**src/rtl/stereo_matrix_scaler_if.sv**
```systemverilog
// Stream interface of the stereo matrix scaler: one sample-pair input channel
// and one scaled result channel.
interface stereo_matrix_scaler_if #(
  parameter int DW = 18,
  parameter int KW = 4
);
  // Handshake: a beat moves on a rising edge where valid and ready are both 1.
  // The producer holds valid and data stable until that edge; ready may change freely.
  logic                 in_valid;
  logic                 in_ready;
  logic signed [DW-1:0] left;
  logic signed [DW-1:0] right;
  logic [KW-1:0]        ks;
  logic [KW-1:0]        kd;
  logic                 out_valid;
  logic                 out_ready;
  logic signed [DW-1:0] out_sum;
  logic signed [DW-1:0] out_dif;
  logic                 sat_sum;
  logic                 sat_dif;

  modport master (
    output in_valid, left, right, ks, kd, out_ready,
    input  in_ready, out_valid, out_sum, out_dif, sat_sum, sat_dif
  );

  modport slave (
    input  in_valid, left, right, ks, kd, out_ready,
    output in_ready, out_valid, out_sum, out_dif, sat_sum, sat_dif
  );
endinterface

```
**src/rtl/stereo_matrix_scaler.sv**
```systemverilog
// Mid/side matrix with gain: (L+R)*Ks and (L-R)*Kd through one shared serial
// shift-add multiplier, then rounding, fractional shift and saturation.
module stereo_matrix_scaler #(
  parameter int DW    = 18,
  parameter int KW    = 4,
  parameter int FRAC  = 3,
  parameter int ROUND = 1
) (
  input  logic                  clk_i,
  input  logic                  rst_ni,
  stereo_matrix_scaler_if.slave bus,
  output logic [1:0]            state_o
);

  localparam int PW = DW + KW;
  localparam int CW = (KW > 1) ? $clog2(KW) : 1;
  localparam logic [CW-1:0] CNT_LAST = CW'(KW - 1);
  localparam logic [DW-1:0] MAX_DW = {1'b0, {(DW-1){1'b1}}};
  localparam logic [DW-1:0] MIN_DW = {1'b1, {(DW-1){1'b0}}};
  localparam logic signed [PW:0] MAXV = $signed({{(KW+2){1'b0}}, {(DW-1){1'b1}}});
  localparam logic signed [PW:0] MINV = $signed({{(KW+2){1'b1}}, {(DW-1){1'b0}}});
  localparam logic signed [PW:0] RND =
    (ROUND == 1 && FRAC > 0) ? ((PW+1)'(1) <<< ((FRAC > 0) ? FRAC - 1 : 0)) : '0;

  typedef enum logic [1:0] {
    IDLE    = 2'd0,
    MUL_SUM = 2'd1,
    MUL_DIF = 2'd2,
    DONE    = 2'd3
  } state_t;

  // Result packing for both helpers: {saturated, value}.
  function automatic logic [DW:0] clamp_in(input logic [DW:0] v);
    if (v[DW] != v[DW-1]) return {1'b1, (v[DW] ? MIN_DW : MAX_DW)};
    return {1'b0, v[DW-1:0]};
  endfunction

  function automatic logic [DW:0] post_scale(input logic signed [PW-1:0] p);
    logic signed [PW:0] r;
    r = ($signed({p[PW-1], p}) + RND) >>> FRAC;
    if (r > MAXV) return {1'b1, MAX_DW};
    if (r < MINV) return {1'b1, MIN_DW};
    return {1'b0, r[DW-1:0]};
  endfunction

  state_t               state_q;
  logic [CW-1:0]        cnt_q;
  logic signed [PW-1:0] acc_q;
  logic signed [DW-1:0] op_sum_q, op_dif_q;
  logic [KW-1:0]        ks_q, kd_q;
  logic                 sat_sum_in_q, sat_dif_in_q;
  logic signed [DW-1:0] res_sum_q;
  logic                 res_sat_sum_q;
  logic signed [DW-1:0] out_sum_q, out_dif_q;
  logic                 sat_sum_q, sat_dif_q;
  logic                 in_ready_q, out_valid_q;

  logic [DW:0]          sum_w, dif_w, sum_c, dif_c, scaled;
  logic signed [DW-1:0] op_cur;
  logic [KW-1:0]        gain_cur;
  logic signed [PW-1:0] op_ext, acc_d;

  always_comb begin
    sum_w    = {bus.left[DW-1], bus.left} + {bus.right[DW-1], bus.right};
    dif_w    = {bus.left[DW-1], bus.left} - {bus.right[DW-1], bus.right};
    sum_c    = clamp_in(sum_w);
    dif_c    = clamp_in(dif_w);
    op_cur   = (state_q == MUL_DIF) ? op_dif_q : op_sum_q;
    gain_cur = (state_q == MUL_DIF) ? kd_q : ks_q;
    op_ext   = {{KW{op_cur[DW-1]}}, op_cur};
    // One gain bit per edge, LSB first: add the operand weighted by 2^bit.
    acc_d    = gain_cur[cnt_q] ? (acc_q + (op_ext <<< cnt_q)) : acc_q;
    scaled   = post_scale(acc_d);
  end

  always_ff @(posedge clk_i or negedge rst_ni) begin
    if (!rst_ni) begin
      state_q       <= IDLE;
      cnt_q         <= '0;
      acc_q         <= '0;
      op_sum_q      <= '0;
      op_dif_q      <= '0;
      ks_q          <= '0;
      kd_q          <= '0;
      sat_sum_in_q  <= 1'b0;
      sat_dif_in_q  <= 1'b0;
      res_sum_q     <= '0;
      res_sat_sum_q <= 1'b0;
      out_sum_q     <= '0;
      out_dif_q     <= '0;
      sat_sum_q     <= 1'b0;
      sat_dif_q     <= 1'b0;
      in_ready_q    <= 1'b1;
      out_valid_q   <= 1'b0;
    end else begin
      case (state_q)
        IDLE: begin
          if (bus.in_valid) begin
            op_sum_q     <= sum_c[DW-1:0];
            op_dif_q     <= dif_c[DW-1:0];
            sat_sum_in_q <= sum_c[DW];
            sat_dif_in_q <= dif_c[DW];
            ks_q         <= bus.ks;
            kd_q         <= bus.kd;
            acc_q        <= '0;
            cnt_q        <= '0;
            in_ready_q   <= 1'b0;
            state_q      <= MUL_SUM;
          end
        end
        MUL_SUM: begin
          acc_q <= acc_d;
          cnt_q <= cnt_q + 1'b1;
          if (cnt_q == CNT_LAST) begin
            res_sum_q     <= scaled[DW-1:0];
            res_sat_sum_q <= scaled[DW] | sat_sum_in_q;
            acc_q         <= '0;
            cnt_q         <= '0;
            state_q       <= MUL_DIF;
          end
        end
        MUL_DIF: begin
          acc_q <= acc_d;
          cnt_q <= cnt_q + 1'b1;
          if (cnt_q == CNT_LAST) begin
            // Visible outputs change only here, so they stay put while DONE stalls.
            out_sum_q   <= res_sum_q;
            sat_sum_q   <= res_sat_sum_q;
            out_dif_q   <= scaled[DW-1:0];
            sat_dif_q   <= scaled[DW] | sat_dif_in_q;
            acc_q       <= '0;
            cnt_q       <= '0;
            out_valid_q <= 1'b1;
            state_q     <= DONE;
          end
        end
        DONE: begin
          if (bus.out_ready) begin
            out_valid_q <= 1'b0;
            in_ready_q  <= 1'b1;
            state_q     <= IDLE;
          end
        end
        default: begin
          out_valid_q <= 1'b0;
          in_ready_q  <= 1'b1;
          state_q     <= IDLE;
        end
      endcase
    end
  end

  assign bus.in_ready  = in_ready_q;
  assign bus.out_valid = out_valid_q;
  assign bus.out_sum   = out_sum_q;
  assign bus.out_dif   = out_dif_q;
  assign bus.sat_sum   = sat_sum_q;
  assign bus.sat_dif   = sat_dif_q;
  assign state_o       = state_q;

endmodule
```
**src/flat_wrapper.sv**
```systemverilog
// flat-port wrapper written by rule: the top's interface ports become plain ports
module stereo_matrix_scaler_flat 
#(
  parameter int DW    = 18,
  parameter int KW    = 4,
  parameter int FRAC  = 3,
  parameter int ROUND = 1
)
  (clk_i, rst_ni, state_o, bus_in_valid, bus_left, bus_right, bus_ks, bus_kd, bus_out_ready, bus_in_ready, bus_out_valid, bus_out_sum, bus_out_dif, bus_sat_sum, bus_sat_dif);
  stereo_matrix_scaler_if #(.DW(DW), .KW(KW)) bus_i ();
  input  logic clk_i;
  input  logic rst_ni;
  output logic [1:0] state_o;
  input wire logic [$bits(bus_i.in_valid)-1:0] bus_in_valid;
  input wire logic [$bits(bus_i.left)-1:0] bus_left;
  input wire logic [$bits(bus_i.right)-1:0] bus_right;
  input wire logic [$bits(bus_i.ks)-1:0] bus_ks;
  input wire logic [$bits(bus_i.kd)-1:0] bus_kd;
  input wire logic [$bits(bus_i.out_ready)-1:0] bus_out_ready;
  output wire logic [$bits(bus_i.in_ready)-1:0] bus_in_ready;
  output wire logic [$bits(bus_i.out_valid)-1:0] bus_out_valid;
  output wire logic [$bits(bus_i.out_sum)-1:0] bus_out_sum;
  output wire logic [$bits(bus_i.out_dif)-1:0] bus_out_dif;
  output wire logic [$bits(bus_i.sat_sum)-1:0] bus_sat_sum;
  output wire logic [$bits(bus_i.sat_dif)-1:0] bus_sat_dif;
  assign bus_i.in_valid = bus_in_valid;
  assign bus_i.left = bus_left;
  assign bus_i.right = bus_right;
  assign bus_i.ks = bus_ks;
  assign bus_i.kd = bus_kd;
  assign bus_i.out_ready = bus_out_ready;
  assign bus_in_ready = bus_i.in_ready;
  assign bus_out_valid = bus_i.out_valid;
  assign bus_out_sum = bus_i.out_sum;
  assign bus_out_dif = bus_i.out_dif;
  assign bus_sat_sum = bus_i.sat_sum;
  assign bus_sat_dif = bus_i.sat_dif;
  stereo_matrix_scaler #(.DW(DW), .KW(KW), .FRAC(FRAC), .ROUND(ROUND)) u_core (.clk_i(clk_i), .rst_ni(rst_ni), .bus(bus_i), .state_o(state_o));
endmodule
```
**config.mk**
```make
export PLATFORM = sky130hd
export DESIGN_NAME = stereo_matrix_scaler_flat
export DESIGN_NICKNAME = d
export VERILOG_FILES = /design/src/rtl/stereo_matrix_scaler_if.sv /design/src/rtl/stereo_matrix_scaler.sv /design/src/flat_wrapper.sv
export SDC_FILE = /design/constraint.sdc
export NUM_CORES = 1
export LEC_CHECK = 0
export CAP_MARGIN = 20
export CELL_PAD_IN_SITES_DETAIL_PLACEMENT = 0
export CELL_PAD_IN_SITES_GLOBAL_PLACEMENT = 1
export CORE_ASPECT_RATIO = 1.5
export CORE_MARGIN = 4
export CORE_UTILIZATION = 46
export CTS_BUF_LIST = sky130_fd_sc_hd__clkbuf_8
export CTS_CLUSTER_SIZE = 28
export DETAILED_ROUTE_END_ITERATION = 6
export DONT_BUFFER_PORTS = 1
export MAX_ROUTING_LAYER = met4
export PLACE_DENSITY = 0.87
export SLEW_MARGIN = 30
export SYNTH_ARGS = -nofsm -noshare
export SYNTH_HDL_FRONTEND = slang
export SYNTH_SLANG_ARGS = --single-unit
export TNS_END_PERCENT = 10
```
**constraint.sdc**
```tcl
create_clock -name clk_i -period 5.9 [get_ports clk_i]
set_input_delay 0.59 -clock clk_i [delete_from_list [all_inputs] [get_ports clk_i]]
set_output_delay 0.59 -clock clk_i [all_outputs]
set_load 0.05 [all_outputs]
```
* Word level (Yosys, flattened, before mapping)
Cells that the tools add are included.
Word-level totals: register bits after elaboration 131, input port bits 48, output and inout port bits 42, word-level logic and storage cells 87
Operators by class: add/sub/neg operators 5, $lt $le $gt $ge 3, eq/ne operators 10, shift-type cells 1, muxes and demuxes 37, bitwise operators 2, reductions and logical operators 12
Operators with widths (count):
- $mux W19 | 8
- $mux W22 | 3
- $mux W18 | 3
- $pmux W22 S2 | 1
- $add A22 B4 Y23 const B | 1
- $add A22 B22 Y22 | 1
- $sshl A18 B2 Y22 | 1
- $gt A20 B18 Y1 const B | 1
- $lt A20 B18 Y1 const B | 1
- $add A18 B18 Y19 | 1
- $sub A18 B18 Y19 | 1
- $mux W2 | 6
- $mux W1 | 10
- $pmux W2 S4 | 1
- $reduce_and A2 Y1 | 4
- $eq A2 B2 Y1 const B | 3
- $ne A2 B2 Y1 const B | 3
- $reduce_and A3 Y1 | 2
- $reduce_bool A2 Y1 | 3
- $mux W4 | 1
- $pmux W1 S2 | 2
- $pmux W2 S2 | 1
- $reduce_and A4 Y1 | 1
- $lt A2 B3 Y1 const B | 1
- 8 further kinds | 10

* Longest topological paths before layout
word-level depth 12, depth in mapped cells 25, mapped depth without buffers 21

* Worst setup path before layout
OpenSTA, ideal clock, no wires.
path type reg2reg, start reg u_core.state_q[1] (netlist: u_core.state_o[1]), end reg u_core.res_sum_q[10], data arrival time 5.787 ns, required time 5.818 ns, path slack 0.031 ns, stages on the path, launching flop included 20, path buffers 4, period minus slack after synthesis 5.869 ns, cell sequence dfrtp_1 -> ha_1 -> clkbuf_1 -> buf_1 -> mux2_2 -> mux4_2 -> ha_1 -> clkbuf_1 -> o21a_1 -> a2111o_1 -> a21o_1 -> o2111ai_1 -> mux2i_1 -> a311oi_1 -> or4bb_1 -> or4_4 -> o211ai_4 -> nor2_2 -> buf_6 -> o22ai_1
Between the ends: cells in the longest elaborated chain, start to end 11, elaborated cells between the ends (all ways) 19
Ends and longest elaborated chain:
- from (decl) | RTL line stereo_matrix_scaler.sv:46 | state_t state_q;
- from (signal assigned) | RTL line stereo_matrix_scaler.sv:78 | state_q <= IDLE;
- from (signal assigned) | RTL line stereo_matrix_scaler.sv:108 | state_q <= MUL_SUM;
- from (signal assigned) | RTL line stereo_matrix_scaler.sv:119 | state_q <= MUL_DIF;
- $eq A2 B2 Y1 | RTL line stereo_matrix_scaler.sv:68, stereo_matrix_scaler.sv:69
- $mux W18 / $mux W4 (equally long branches) | RTL line stereo_matrix_scaler.sv:68, stereo_matrix_scaler.sv:69
- $sshl A18 B2 Y22 / $bmux W1 S2 (equally long branches) | RTL line stereo_matrix_scaler.sv:72 | acc_d = gain_cur[cnt_q] ? (acc_q + (op_ext <<< cnt_q)) : acc_q;
- $add A22 B22 Y22 / $mux W1 (equally long branches) | RTL line stereo_matrix_scaler.sv:72
- $mux W22 | RTL line stereo_matrix_scaler.sv:72
- $add A22 B4 Y23 | RTL line stereo_matrix_scaler.sv:40 | r = ($signed({p[PW-1], p}) + RND) >>> FRAC;
- $lt A20 B18 Y1 | RTL line stereo_matrix_scaler.sv:42 | if (r < MINV) return {1'b1, MIN_DW};
- $mux W1 (2 in a row) | RTL line stereo_matrix_scaler.sv:42
- $mux W19 | RTL line stereo_matrix_scaler.sv:43 | return {1'b0, r[DW-1:0]};
- $mux W19 | RTL line stereo_matrix_scaler.sv:42
- to (signal assigned) | RTL line stereo_matrix_scaler.sv:115 | res_sum_q <= scaled[DW-1:0];
- to (decl) | RTL line stereo_matrix_scaler.sv:52 | logic signed [DW-1:0] res_sum_q;
Several ways; a longest one is shown, not always the timed one. The select of a mux whose other input is x is not followed. A chain may end at the register's enable or synchronous reset.

* Final worst setup path
start reg u_core.state_q[0] (netlist: u_core.state_o[0]), end reg u_core.res_sum_q[9]
Same word-level chain as after synthesis.

==> flow_summary.yaml <==
detailed_routing:
  drc: 0
  wl_per_cell_um: 16.0
  drt_iter0_drc: 409
  vias_per_cell: 5.59
  dr.pass1.iters: 4
  routed_wl_um: 21900
  vias: 7644
  ant_nets: 0
global_routing:
  grt_pass1_wl_um: 38000
  use_met3_pct: 3.16
  top_usage_layer: "met2"
  grt_start_max_net_pins: 132
  grt_usage_pct: 20.2
  grt_pass1_vias: 7998
  use_met2_pct: 36.8
  grt_use_met1_pct: 23.0
  gr-total-overflow: 0
  antenna_found_initial: 0
timing:
  period_minus_slack_ns: 5.52
  setup_tns_ns: 0
  setup_viol: 0
  relSlewSlack_pct: 42.3
  rsz0062_at_grt: "false"
  final.setup_skew_ns: 0.0125
  max_freq_mhz: 181
  report.final.slew_viol_count: 0
  hold_viol_final: 0
  fin_crit_sh_pct: 93.6
  worstMarginPinSlew_ns: 0.862
worst_setup_path:
  crit_path_max_incr_delay_ns: 0.58
  path_buf_inv: 3
  worstPathArrival_ns: 5.88
  r2r-end: "u_core.res_sum_q[9]"
  crit_type: "reg -> reg"
  crit_family: "simple AND/OR/NAND/NOR gates"
  cp_slowest_cell: "or4_4"
  reg2reg_setup_slack_ns: 0.38
  cp_max_fo: 27
  worstRegToRegCells: 17
  cp-end-kind: "flop"
  critPathLaunchType: "flop"
  r2r_start: "u_core.state_o[0]"
  path_cells: "inv_1 -> ha_1 -> buf_12 -> mux2_2 -> mux4_2 -> ha_1 -> and2_1 -> a221o_1 -> o21a_1 -> o31ai_1 -> nand3_1 -> or4_4 -> or4_4 -> o211ai_4 -> nor2_2 -> buf_4 -> o22ai_1"
  required_ns: 6.25
layout:
  layout_commonest_cell: "nand2_1"
  n_fill_cell: 1945
  antenna_cells: 0
  area_growth_syn_to_layout_pct: 8.25
  fin_nets: 1209
  multi_input_area_mm2: 0.00563
  final_layout_size_suffix_gt1_share_pct: 8.66
  layout_common_cells: "nand2_1, dfrtp_1, nor2_1"
  regArea_mm2: 0.00328
  utilization_pct: 50.9
floorplan:
  rows: 63
  start_util_pct: 47.0
  fp.coreArea_mm2: 0.0199
  num_io_pins: 90
  die_x_um: 124
  dieArea_mm2: 0.0227
  dieHeight_um: 182
power:
  p_comb_share_pct: 57.0
  peakVddDrop_mv: 0.206
  netSwitchingPower_uw: 3180
  p_total_uw: 6470
  p_sw_share_pct: 49.1
  clockPowerShare_pct: 13.0
  seq_power_share_pct: 30.0
  powerDensity_mw_per_mm2: 640
  internal_power_uw: 3300
  p_leak_uw: 0.00462
synth:
  async_reset_ff_share_pct: 100
  synth_nets: 1219
  ys_seq_elements: 131
  ys_warn_count: 0
  synthCells: 1105
  ys_seq_area_share_pct: 35.1
  synth_area_mm2: 0.00934
  synth-main-ff-cell: "dfrtp_1"
  syn_area_per_cell_um2: 8.45
  ys_types: 66
  synth_edf_count: 0
clocking:
  clkLatencyLatePin_ns: 0.45
  cts_max_path_buffers: 2
  cts_buffers: 17
  cts_root_buf: "clkbuf_8"
  cts_resized: 0
  cts_tree: "yes"
  path_clk_slew_ns: 0.08
  post-cts-setup-buffers: 0
  cts_sinks: 131
  htreeDepth: 4
job:
  drv_cap: 0
outcome:
  status: "complete, no violations"
placement:
  numPortBuffers: 0
  gp_congestion: 0.911
  dpl.hpwl_um: 16900
min_path:
  hp-class: "in -> async"
==> registers in the layout, summed over array words and instances (netlist names), 2 cells and up <==
name,cells
u_core.state_o,2
u_core.bus.out_sum,18
u_core.kd_q,4
u_core.op_sum_q,18
u_core.res_sum_q,18
u_core.op_dif_q,18
u_core.acc_q,22
u_core.ks_q,4
u_core.cnt_q,2
u_core.bus.out_dif,18
==> per-layer routing <==
layer,share of wire (%),routed length [um],vias up
met3,4.0,864,28
met4,1.6,343,0
li1,-,-,3882
met1,41,9060,3586
met2,53,11600,148
met5,0,0,-
==> stage by stage <==
step	setup slack (ns)	cells	cell area (um^2)	hold slack (ns)
2_1_floorplan	0.0310	1105	9340	0.294
3_3_place_gp	0.554	1335	9640	0.302
3_5_place_dp	0.428	1335	9640	0.301
4_1_cts	0.396	1368	10100	0.130
5_1_grt	0.110	1368	10100	0.133
6_report	0.377	1368	10100	0.110
==> how the worst max path moves through the flow <==
stage / startpoint / to / slack, ns / depth (start not counted)
6_report: u_core.state_o[0] / u_core.res_sum_q[9] / 0.38 / 17
2_1_floorplan: u_core.state_o[1] / u_core.res_sum_q[10] / 0.03 / 19
3_5_place_dp: u_core.state_o[0] / u_core.res_sum_q[0] / 0.43 / 18
4_1_cts: u_core.state_o[0] / u_core.res_sum_q[9] / 0.40 / 18
3_3_place_gp: u_core.state_o[0] / u_core.bus.out_dif[12] / 0.55 / 18
5_1_grt: u_core.state_o[0] / u_core.res_sum_q[9] / 0.11 / 18
==> synth_stat cells (18+ instances only) <==
| cell | n | area share (%) |
|---|---|---|
| xor2_1 | 21 | 2.0 |
| a22o_1 | 20 | 1.9 |
| nor2_1 | 111 | 4.5 |
| ha_1 | 63 | 8.4 |
| mux2i_1 | 23 | 2.5 |
| clkbuf_1 | 45 | 1.8 |
| inv_1 | 55 | 2.2 |
| a31oi_1 | 25 | 1.7 |
| a21oi_1 | 69 | 3.7 |
| nor3_1 | 18 | 0.96 |
| nand3_1 | 40 | 2.1 |
| xnor2_1 | 32 | 3.0 |
| o21ai_0 | 52 | 2.8 |
| o22ai_1 | 27 | 1.8 |
| dfrtp_1 | 130 | 35 |
| nand2_1 | 176 | 7.1 |
==> power groups by stage <==
stage	combinational (uW)	clock, uW	sequential, uW
after floorplan	2860	0	1890
after global placement	3610	0	1960
after detailed placement	3670	0	1960
after CTS	3710	861	1950
after global routing	4170	897	2000
final	3690	842	1940
==> layout make-up <==
cell class,instances,share of cell area [%]
repair buffers,26,2.25
flip-flops and latches,131,32.4
inverters,56,2.08
clock inverters,11,1.47
multi-input cells,863,55.7
well taps,260,3.22
clock buffers,21,2.86
==> worst register-to-register path, delay by kind of cell, from the launching register on <==
family	cells	cell delay, ns
muxes	2	0.89
buffers and inverters	3	0.47
adders and majority gates	2	0.60
DFF	1	0.39
AOI/OAI and AO/OA	5	1.43
and+or+nand+nor	5	1.66
==> timing repair <==
item | in CTS | in global routing
setup endpoints to repair | 0 | 0
endpoints found under the hold margin | 131 | 0
hold buffers | 1 | 0
==> cell families after synthesis <==
logic type                 after synthesis  synth area share, %
adders and majority gates               66                 9.08
and+or+nand+nor                        416                 19.8
buffers and inverters                  111                 4.62
xor gates and xnor gates                53                 4.97
DFF                                    131                 35.1
muxes                                   49                 6.85
AOI/OAI and AO/OA                      279                 19.6
Note: power is estimated with default switching activity, not from simulation.
